### config.mk
export PLATFORM = sky130hd
export DESIGN_NAME = booth_r4_seq_mult
export DESIGN_NICKNAME = d
export VERILOG_FILES = /design/src/rtl/booth_pkg.sv /design/src/rtl/booth_r4_digit_enc.sv /design/src/rtl/booth_r4_seq_mult.sv
export SDC_FILE = /design/constraint.sdc
export NUM_CORES = 1
export LEC_CHECK = 0
export CAP_MARGIN = 10
export CORE_UTILIZATION = 30
export CTS_BUF_LIST = sky130_fd_sc_hd__clkbuf_2 sky130_fd_sc_hd__clkbuf_4 sky130_fd_sc_hd__clkbuf_8
export DETAILED_ROUTE_END_ITERATION = 7
export HOLD_SLACK_MARGIN = 0.12
export PLACE_DENSITY = 0.57
export SLEW_MARGIN = 10
export SYNTH_ARGS = -nofsm -noshare
export SYNTH_HDL_FRONTEND = slang
export SYNTH_SLANG_ARGS = --single-unit
### constraint.sdc
create_clock -name clk -period 6.8 [get_ports clk]
set_clock_uncertainty 0.2 [all_clocks]
set_input_delay 1.36 -clock clk [delete_from_list [all_inputs] [get_ports clk]]
set_output_delay 1.36 -clock clk [all_outputs]
set_load 0.01 [all_outputs]
### src/rtl/booth_pkg.sv
// Shared definitions for the radix-4 Booth sequential multiplier:
// controller state encoding and the per-operation digit count.
package booth_pkg;

    typedef enum logic [1:0] {
        ST_IDLE = 2'd0,
        ST_CALC = 2'd1,
        ST_DONE = 2'd2
    } booth_state_t;

    // Number of radix-4 digits retired per multiply. Operands are widened
    // by two bits, so WIDTH+2 bits of multiplier give WIDTH/2+1 digits.
    function automatic int digit_count(input int width);
        return (width / 2) + 1;
    endfunction

endpackage

### src/rtl/booth_r4_digit_enc.sv
// Radix-4 Booth digit recoder: turns one multiplier triplet
// (b[2i+1], b[2i], b[2i-1]) into the partial-product select controls.
module booth_r4_digit_enc (
    input  logic [2:0] triplet,
    output logic       x,
    output logic       x_2,
    output logic       comp,
    output logic       not_comp
);

    // Decode the triplet: +-1*a, +-2*a, or zero (000 and 111).
    always_comb begin
        x        = 1'b0;
        x_2      = 1'b0;
        case (triplet)
            3'b001, 3'b010, 3'b101, 3'b110: begin
                x   = 1'b1;
                x_2 = 1'b0;
            end
            3'b011, 3'b100: begin
                x   = 1'b0;
                x_2 = 1'b1;
            end
            default: begin
                x   = 1'b0;
                x_2 = 1'b0;
            end
        endcase
        comp     = triplet[2];
        not_comp = ~triplet[2];
    end

endmodule

### src/rtl/booth_r4_seq_mult.sv
// Sequential radix-4 Booth multiplier. Operands are widened to WIDTH+2
// bits (sign- or zero-extended) so one signed datapath serves both modes.
// One digit is retired per CALC cycle; the accumulator upper part is
// WIDTH+4 bits and the shifted-out low part collects the product LSBs.
module booth_r4_seq_mult
    import booth_pkg::*;
#(
    parameter int WIDTH = 16
) (
    input  logic                 clk,
    input  logic                 rst,
    input  logic                 start,
    input  logic                 is_signed,
    input  logic [WIDTH-1:0]     a,
    input  logic [WIDTH-1:0]     b,
    output logic                 busy,
    output logic                 done,
    output logic [2*WIDTH-1:0]   product
);

    localparam int EXT_W = WIDTH + 2;
    localparam int ACC_W = WIDTH + 4;
    localparam int NDIG  = digit_count(WIDTH);
    localparam int CNT_W = $clog2(NDIG + 1);

    booth_state_t          state_r;
    booth_state_t          state_next_s;
    logic [EXT_W-1:0]      a_r;
    logic [EXT_W-1:0]      b_r;
    logic                  b_prev_r;
    logic [ACC_W-1:0]      hi_r;
    logic [EXT_W-1:0]      lo_r;
    logic [CNT_W-1:0]      cnt_r;
    logic                  busy_r;
    logic                  done_r;
    logic [2*WIDTH-1:0]    product_r;

    logic                  accept_s;
    logic                  last_digit_s;
    logic                  a_sign_s;
    logic                  b_sign_s;
    logic [2:0]            triplet_s;
    logic                  x_s;
    logic                  x_2_s;
    logic                  comp_s;
    logic                  not_comp_s;
    logic [ACC_W-1:0]      a_wide_s;
    logic [ACC_W-1:0]      sel_s;
    logic [ACC_W-1:0]      pp_s;
    logic [ACC_W-1:0]      sum_s;

    assign busy    = busy_r;
    assign done    = done_r;
    assign product = product_r;

    booth_r4_digit_enc u_digit_enc (
        .triplet  (triplet_s),
        .x        (x_s),
        .x_2      (x_2_s),
        .comp     (comp_s),
        .not_comp (not_comp_s)
    );

    // Control decode: start acceptance, last-digit detect, next state.
    always_comb begin
        accept_s     = start && (state_r != ST_CALC);
        last_digit_s = (cnt_r == CNT_W'(NDIG - 1));
        state_next_s = state_r;
        case (state_r)
            ST_IDLE: begin
                if (start) state_next_s = ST_CALC;
                else       state_next_s = ST_IDLE;
            end
            ST_CALC: begin
                if (last_digit_s) state_next_s = ST_DONE;
                else              state_next_s = ST_CALC;
            end
            ST_DONE: begin
                if (start) state_next_s = ST_CALC;
                else       state_next_s = ST_IDLE;
            end
            default: state_next_s = ST_IDLE;
        endcase
    end

    // Datapath: pick 0/a/2a, complement for negative digits, accumulate.
    always_comb begin
        a_sign_s  = is_signed & a[WIDTH-1];
        b_sign_s  = is_signed & b[WIDTH-1];
        triplet_s = {b_r[1], b_r[0], b_prev_r};
        a_wide_s  = {{2{a_r[EXT_W-1]}}, a_r};
        if (x_s) begin
            sel_s = a_wide_s;
        end else if (x_2_s) begin
            sel_s = {a_wide_s[ACC_W-2:0], 1'b0};
        end else begin
            sel_s = {ACC_W{1'b0}};
        end
        pp_s  = (sel_s & {ACC_W{not_comp_s}}) | (~sel_s & {ACC_W{comp_s}});
        sum_s = hi_r + pp_s + {{(ACC_W-1){1'b0}}, comp_s};
    end

    // Controller state register.
    always_ff @(posedge clk) begin
        if (rst) begin
            state_r <= ST_IDLE;
        end else begin
            state_r <= state_next_s;
        end
    end

    // Operand capture and per-digit accumulate / arithmetic shift by 2.
    always_ff @(posedge clk) begin
        if (rst) begin
            a_r      <= {EXT_W{1'b0}};
            b_r      <= {EXT_W{1'b0}};
            b_prev_r <= 1'b0;
            hi_r     <= {ACC_W{1'b0}};
            lo_r     <= {EXT_W{1'b0}};
            cnt_r    <= {CNT_W{1'b0}};
        end else if (accept_s) begin
            a_r      <= {{2{a_sign_s}}, a};
            b_r      <= {{2{b_sign_s}}, b};
            b_prev_r <= 1'b0;
            hi_r     <= {ACC_W{1'b0}};
            lo_r     <= {EXT_W{1'b0}};
            cnt_r    <= {CNT_W{1'b0}};
        end else if (state_r == ST_CALC) begin
            hi_r     <= {{2{sum_s[ACC_W-1]}}, sum_s[ACC_W-1:2]};
            lo_r     <= {sum_s[1:0], lo_r[EXT_W-1:2]};
            b_prev_r <= b_r[1];
            b_r      <= {2'b00, b_r[EXT_W-1:2]};
            cnt_r    <= cnt_r + CNT_W'(1);
        end else begin
            cnt_r    <= cnt_r;
        end
    end

    // Registered outputs: busy tracks CALC, done/product follow DONE.
    always_ff @(posedge clk) begin
        if (rst) begin
            busy_r    <= 1'b0;
            done_r    <= 1'b0;
            product_r <= {(2*WIDTH){1'b0}};
        end else begin
            busy_r <= (state_next_s == ST_CALC);
            done_r <= (state_r == ST_DONE);
            if (state_r == ST_DONE) begin
                product_r <= {hi_r[WIDTH-3:0], lo_r};
            end else begin
                product_r <= product_r;
            end
        end
    end

endmodule

### Yosys cells after proc, flatten, opt, wreduce, memory -nomap -nowiden

Cells that the tools add are included.

| cells by class | value |
|---|---|
| $add $sub $neg | 3 |
| equal/unequal tests | 11 |
| multiplexer cells | 9 |
| bitwise gates (word level) | 7 |
| reductions and logical operators | 7 |

Operator list:

| kind | count |
|---|---|
| $and 20x20->20 | 2 |
| $mux 20 | 2 |
| $mux 18 | 2 |
| $add 20x1->20 | 1 |
| $add 20x20->20 | 1 |
| $not 20->20 | 1 |
| $or 20x20->20 | 1 |
| $eq 3x3->1 const B | 3 |
| $eq 3x2->1 const B | 2 |
| $reduce_or 2->1 | 3 |
| $add 4x1->4 const B | 1 |
| $eq 2x1->1 const B | 2 |
| $eq 4x4->1 const B | 1 |
| $pmux 2 s2 | 1 |
| $reduce_or 4->1 | 1 |
| $eq 3x1->1 const B | 1 |
| $mux 1 | 3 |
| $and 1x1->1 | 2 |
| $eq 2x2->1 const B | 1 |
| $logic_not 2->1 | 1 |
| $mux 2 | 1 |
| $ne 2x1->1 const B | 1 |
| $reduce_bool 2->1 | 1 |
| $logic_and 1x1->1 | 1 |
| $not 1->1 | 1 |

| storage, ports and cells | value |
|---|---|
| register bits | 112 |
| input bits | 36 |
| output and inout bits | 34 |
| logic and storage cells | 47 |

### Depth between registers and ports, before layout

| logic depth | value |
|---|---|
| word-level depth | 10 |
| mapped depth | 16 |
| depth with buffers taken out | 13 |

### Hierarchy

From an unflattened synthesis, not the netlist that was laid out.

| second synthesis, totals | value |
|---|---|
| cell total of the unflattened synthesis | 721 |
| area total of the unflattened synthesis | 5491.5 sq um |

Modules (own cells, without submodules):

| module | instances | cells an instance | area an instance (sq um) | sequential area each (sq um) |
|---|---|---|---|---|
| booth_r4_seq_mult | 1 | 715 | 5449.0 | 2222.1 |
| booth_r4_digit_enc | 1 | 6 | 42.5 | 0.0 |

### Worst setup path before layout

OpenSTA, ideal clock, no wires.

| timing | value |
|---|---|
| path kind | flip-flop to flip-flop |
| start | register b_r[0] |
| end | register hi_r[14] |
| setup time | 0.070 ns |
| arrival | 2.803 ns |
| required time | 6.530 ns |
| setup slack | 3.726 ns |
| stages on the path, launching flop included | 15 |
| buffers on the path | 2 |
| clock period less this slack | 3.074 ns |
| cells stage by stage | dfxtp_1 buf_2 buf_1 maj3_1 nor2_1 a211oi_1 inv_2 fa_1 and2b_1 o31a_1 o2111ai_2 a21oi_1 xor2_1 nand2_1 a21oi_1 |

| on the way | value |
|---|---|
| word-level cells in the longest chain between the ends | 10 |
| elaborated cells on any way between the ends | 18 |
| classes of those cells | 2 x add/sub; 6 x eq/ne; 4 x mux; 4 x bitwise; 2 x reduce/logical |

RTL lines:

| item | RTL line | source |
|---|---|---|
| start, declared | booth_r4_seq_mult.sv:29 | `logic [EXT_W-1:0] b_r;` |
| start signal, assigned | booth_r4_seq_mult.sv:116 | `b_r <= {EXT_W{1'b0}};` |
| start signal, assigned | booth_r4_seq_mult.sv:123 | `b_r <= {{2{b_sign_s}}, b};` |
| start signal, assigned | booth_r4_seq_mult.sv:132 | `b_r <= {2'b00, b_r[EXT_W-1:2]};` |
| $eq 3x2->1 or $eq 3x3->1 (tied branches) | booth_r4_digit_enc.sv:15 | `case (triplet)` |
| $reduce_or 2->1 | booth_r4_digit_enc.sv:15 |  |
| $mux 1 | booth_r4_digit_enc.sv:15 |  |
| $mux 20 | booth_r4_seq_mult.sv:94 | `end else if (x_2_s) begin` |
| $mux 20 * | booth_r4_seq_mult.sv:92 | `if (x_s) begin` |
| $not 20->20 | booth_r4_seq_mult.sv:99 | `pp_s = (sel_s & {ACC_W{not_comp_s}}) \| (~sel_s & {ACC_W{comp_s}});` |
| $and 20x20->20 | booth_r4_seq_mult.sv:99 |  |
| $or 20x20->20 * | booth_r4_seq_mult.sv:99 |  |
| $add 20x20->20 * | booth_r4_seq_mult.sv:100 | `sum_s = hi_r + pp_s + {{(ACC_W-1){1'b0}}, comp_s};` |
| $add 20x1->20 * | booth_r4_seq_mult.sv:100 |  |
| end signal, assigned | booth_r4_seq_mult.sv:118 | `hi_r <= {ACC_W{1'b0}};` |
| end signal, assigned | booth_r4_seq_mult.sv:125 | `hi_r <= {ACC_W{1'b0}};` |
| end signal, assigned | booth_r4_seq_mult.sv:129 | `hi_r <= {{2{sum_s[ACC_W-1]}}, sum_s[ACC_W-1:2]};` |
| end, declared | booth_r4_seq_mult.sv:31 | `logic [ACC_W-1:0] hi_r;` |

Mark *: on every way between the ends. The rest lies on a longest branch, timed or not.
A chain may end at the register's enable or synchronous reset.

### Worst setup path in the final report

Ends and elaborated chain as after synthesis.

==> summary.md <==
| Metric | Value |
|---|---|
| Placement Cell Area | `0.00637 sq mm` |
| Crit-path leading delay family | `compound AO/OA/AOI/OAI gates` |
| Crit path time final | `3.93 ns` |
| Avg Vias per Cell | `4.90` |
| Leakage | `2.31 nW` |
| CTS Sinks | `111` |
| Most common cell on crit path | `a21oi_1` |
| PortBufs | `69` |
| Cts repair resizes | `0` |
| Status | `finished, final reports clean` |
| CTS Hold Bufs | `0` |
| Power per cell area | `198 mW/mm^2` |
| Cell with the largest stage delay on the worst path | `dfxtp_1` |
| Post-DP HPWL | `8.97 mm` |
| Fin crit share | `57.8%` |
| RSZ-0062 raised after global routing | `false` |
| Critical Path RT | `6.85 ns` |
| Setup TNS Final | `0 ns` |
| Most common cell after layout, fill and taps aside | `nand2_1` |
| Post-synthesis sequential area ratio | `40.1%` |
| Number of synthesized flops with an enable pin | `0` |
| Iteration-0 DRC Markers | `338` |
| Worst-Margin Slew | `0.900 ns` |
| Area Overhead vs Synth | `18.6%` |
| Highest Clock Rate | `255 MHz` |
| Max stage delay on crit path | `0.92 ns` |
| CTS tree | `done` |
| Remaining DRCs | `0` |
| TritonCTS buffer count | `9` |
| CP Launch Type | `register` |
| Fin. max-slew vios | `0` |
| Fin. Hold Viols | `0` |
| Setup Slack @ Placement | `2.43 ns` |
| Synth Area per Inst | `7.62 sq um` |
| Layout cells sized above 1 | `4.95%` |
| Skew-Pair Late Insertion Delay | `0.39 ns` |
| DR WL/cell | `13.2 microns` |
| Crit path capture type | `register` |
| Pre-antenna DRT Iters | `4` |
| Hold Path Class | `reg2reg` |
| Die X | `138 microns` |
| CTS Root Cell | `clkbuf_8` |
| Synth area leaders | `dfxtp_1 (40%), nand2_1 (13%), a21oi_1 (10%), ha_1 (4.3%), nor2_1 (3.7%)` |
| Worst setup slack after layout | `2.87 ns` |
| Syn nets | `783` |
| Routed wire length | `13.2 mm` |
| Initial antenna violation count | `0` |
| Area leader, netlist | `dfxtp_1` |
| Largest net degree at the start of global routing | `77` |
| Clock-pin transition on the worst setup and hold timing paths | `0.11 ns` |
| Cells after synthesis | `727` |
| FP Rows | `49` |
| YS warnings | `0` |
| Number of global-route vias before repair | `4372` |
| Setup violations, final | `0` |
| Vias | `4883` |
| Crit path cell chain | `and2_1 -> nand2_1 -> a21oi_1 -> nor2_1 -> a221oi_1 -> ha_1 -> a2111o_1 -> o2111ai_2 -> a21oi_1 -> xor2_1 -> nand2_1 -> a21oi_1` |
| Worst VDD drop | `0.114 mV` |
| Crit Path Class | `reg2reg` |
| Asr flop ratio synth | `0%` |
| Top-area cell type share of the netlist area | `40.1%` |
| Antenna Nets Post-Route | `0` |
| Die area | `0.0190 sq mm` |
| WHS | `0.257 ns` |
| I/O pin count | `70` |
| Post-CTS setup buffer count | `0` |
| Tot GR Track Use | `14.6%` |
| Final instance area | `0.00657 sq mm` |
| Most frequent cells in the layout | `nand2_1 (187), a21oi_1 (114), dfxtp_1 (111), clkdlybuf4s50_1 (68), nor2_1 (55)` |
| Worst EP arrival | `3.97 ns` |
| Final Util | `36.4%` |
| Antenna cell count | `0` |
| Clock Path Buffers | `2` |
| Worst-path maximum fanout | `27` |
| Initial core utilization | `30.7%` |
| Ys flop type | `dfxtp_1` |
| Relative slew slack | `39.9%` |
| H-Tree Depth | `3` |
| Yosys cell types | `50` |
| Max Cap Viol | `0` |
| Die extent in y | `138 microns` |
| First-pass GRT wire length | `22.1 mm` |
| Post-Syn Area | `0.00554 sq mm` |
| FF+latch count, synth | `111` |
| Grt ovf | `0` |
| Sum of buffers and inverters on the critical path | `0` |
| GP Congestion | `0.822` |
| Final nets | `819` |
| Core area | `0.0180 sq mm` |
-- worst min-delay path, stage by stage, from the launching register on --
cell	delay [ns]
dfxtp_1	0.32
nand2_1	0.05
a21oi_1	0.05
-- state kept, by name, indices dropped and copies added, names as in the netlist --
name      cells
done          1
busy          1
lo_r         18
cnt_r         4
b_r          17
hi_r         18
b_prev_r      1
state_r       2
a_r          17
product      32
-- final cells by class --
class | count | area, sq um
fill | 1941 | 11500
sequential | 111 | 2220
clock buffer | 10 | 138
tap | 229 | 287
clock inverter | 6 | 56.3
multi-input combinational | 557 | 3090
timing repair buffer | 78 | 753
inverter | 6 | 22.5
-- cells in the mapped netlist, types with 2 or more instances --
master	count
nand2_1	187
a21oi_1	114
dfxtp_1	111
nor2_1	55
clkbuf_1	41
a211oi_1	22
ha_1	19
mux2i_1	17
o21ai_0	15
nor2b_1	12
nand2b_1	10
nand3_1	10
a221oi_1	9
xor2_1	9
buf_1	7
nor3_1	7
o22ai_1	7
xnor2_1	7
maj3_1	6
nand3b_1	6
o21ai_1	6
inv_1	5
and2_1	4
buf_2	4
nand4_1	4
o21a_1	4
a21o_1	3
a211o_1	2
a31oi_1	2
o21bai_1	2
-- cells by family after synthesis --
family	share of synthesized area, %
and+or+nand+nor	22.7
buffers and inverters	4.22
AOI/OAI and AO/OA	21.3
adders and majority gates	5.74
xor gates and xnor gates	2.82
muxes	3.07
DFF	40.1
-- stage by stage --
stage | total power [mW] | cells
detailed placement | 0.923 | 981
floorplan | 0.858 | 727
finish | 1.30 | 997
CTS | 1.32 | 997
global placement | 0.922 | 981
global route | 1.37 | 997
-- metal layers --
metal	wire (microns)	share of wire [%]	GRT usage (%)
met1	6750	51	20.6
met2	5710	43	22.0
met3	533	4.0	3.07
met4	203	1.5	4.77
met5	0	0	0
-- power by group --
part | switching, mW | internal (mW)
Clock | 0.242 | 0.149
Combinational | 0.123 | 0.0867
Sequential | 0.0250 | 0.673
Total | 0.390 | 0.909
-- final timing paths --
| path | startpoint | endpoint | slack, ns | cells after the start |
|---|---|---|---|---|
| max reg2reg | b_r[0] | hi_r[14] | 2.87 | 12 |
| min | product[1] | product[1] | 0.26 | 2 |
| min reg2reg | product[1] | product[1] | 0.26 | 2 |
| max | b_r[0] | hi_r[14] | 2.87 | 12 |
Note: power is estimated with default switching activity, not from simulation.
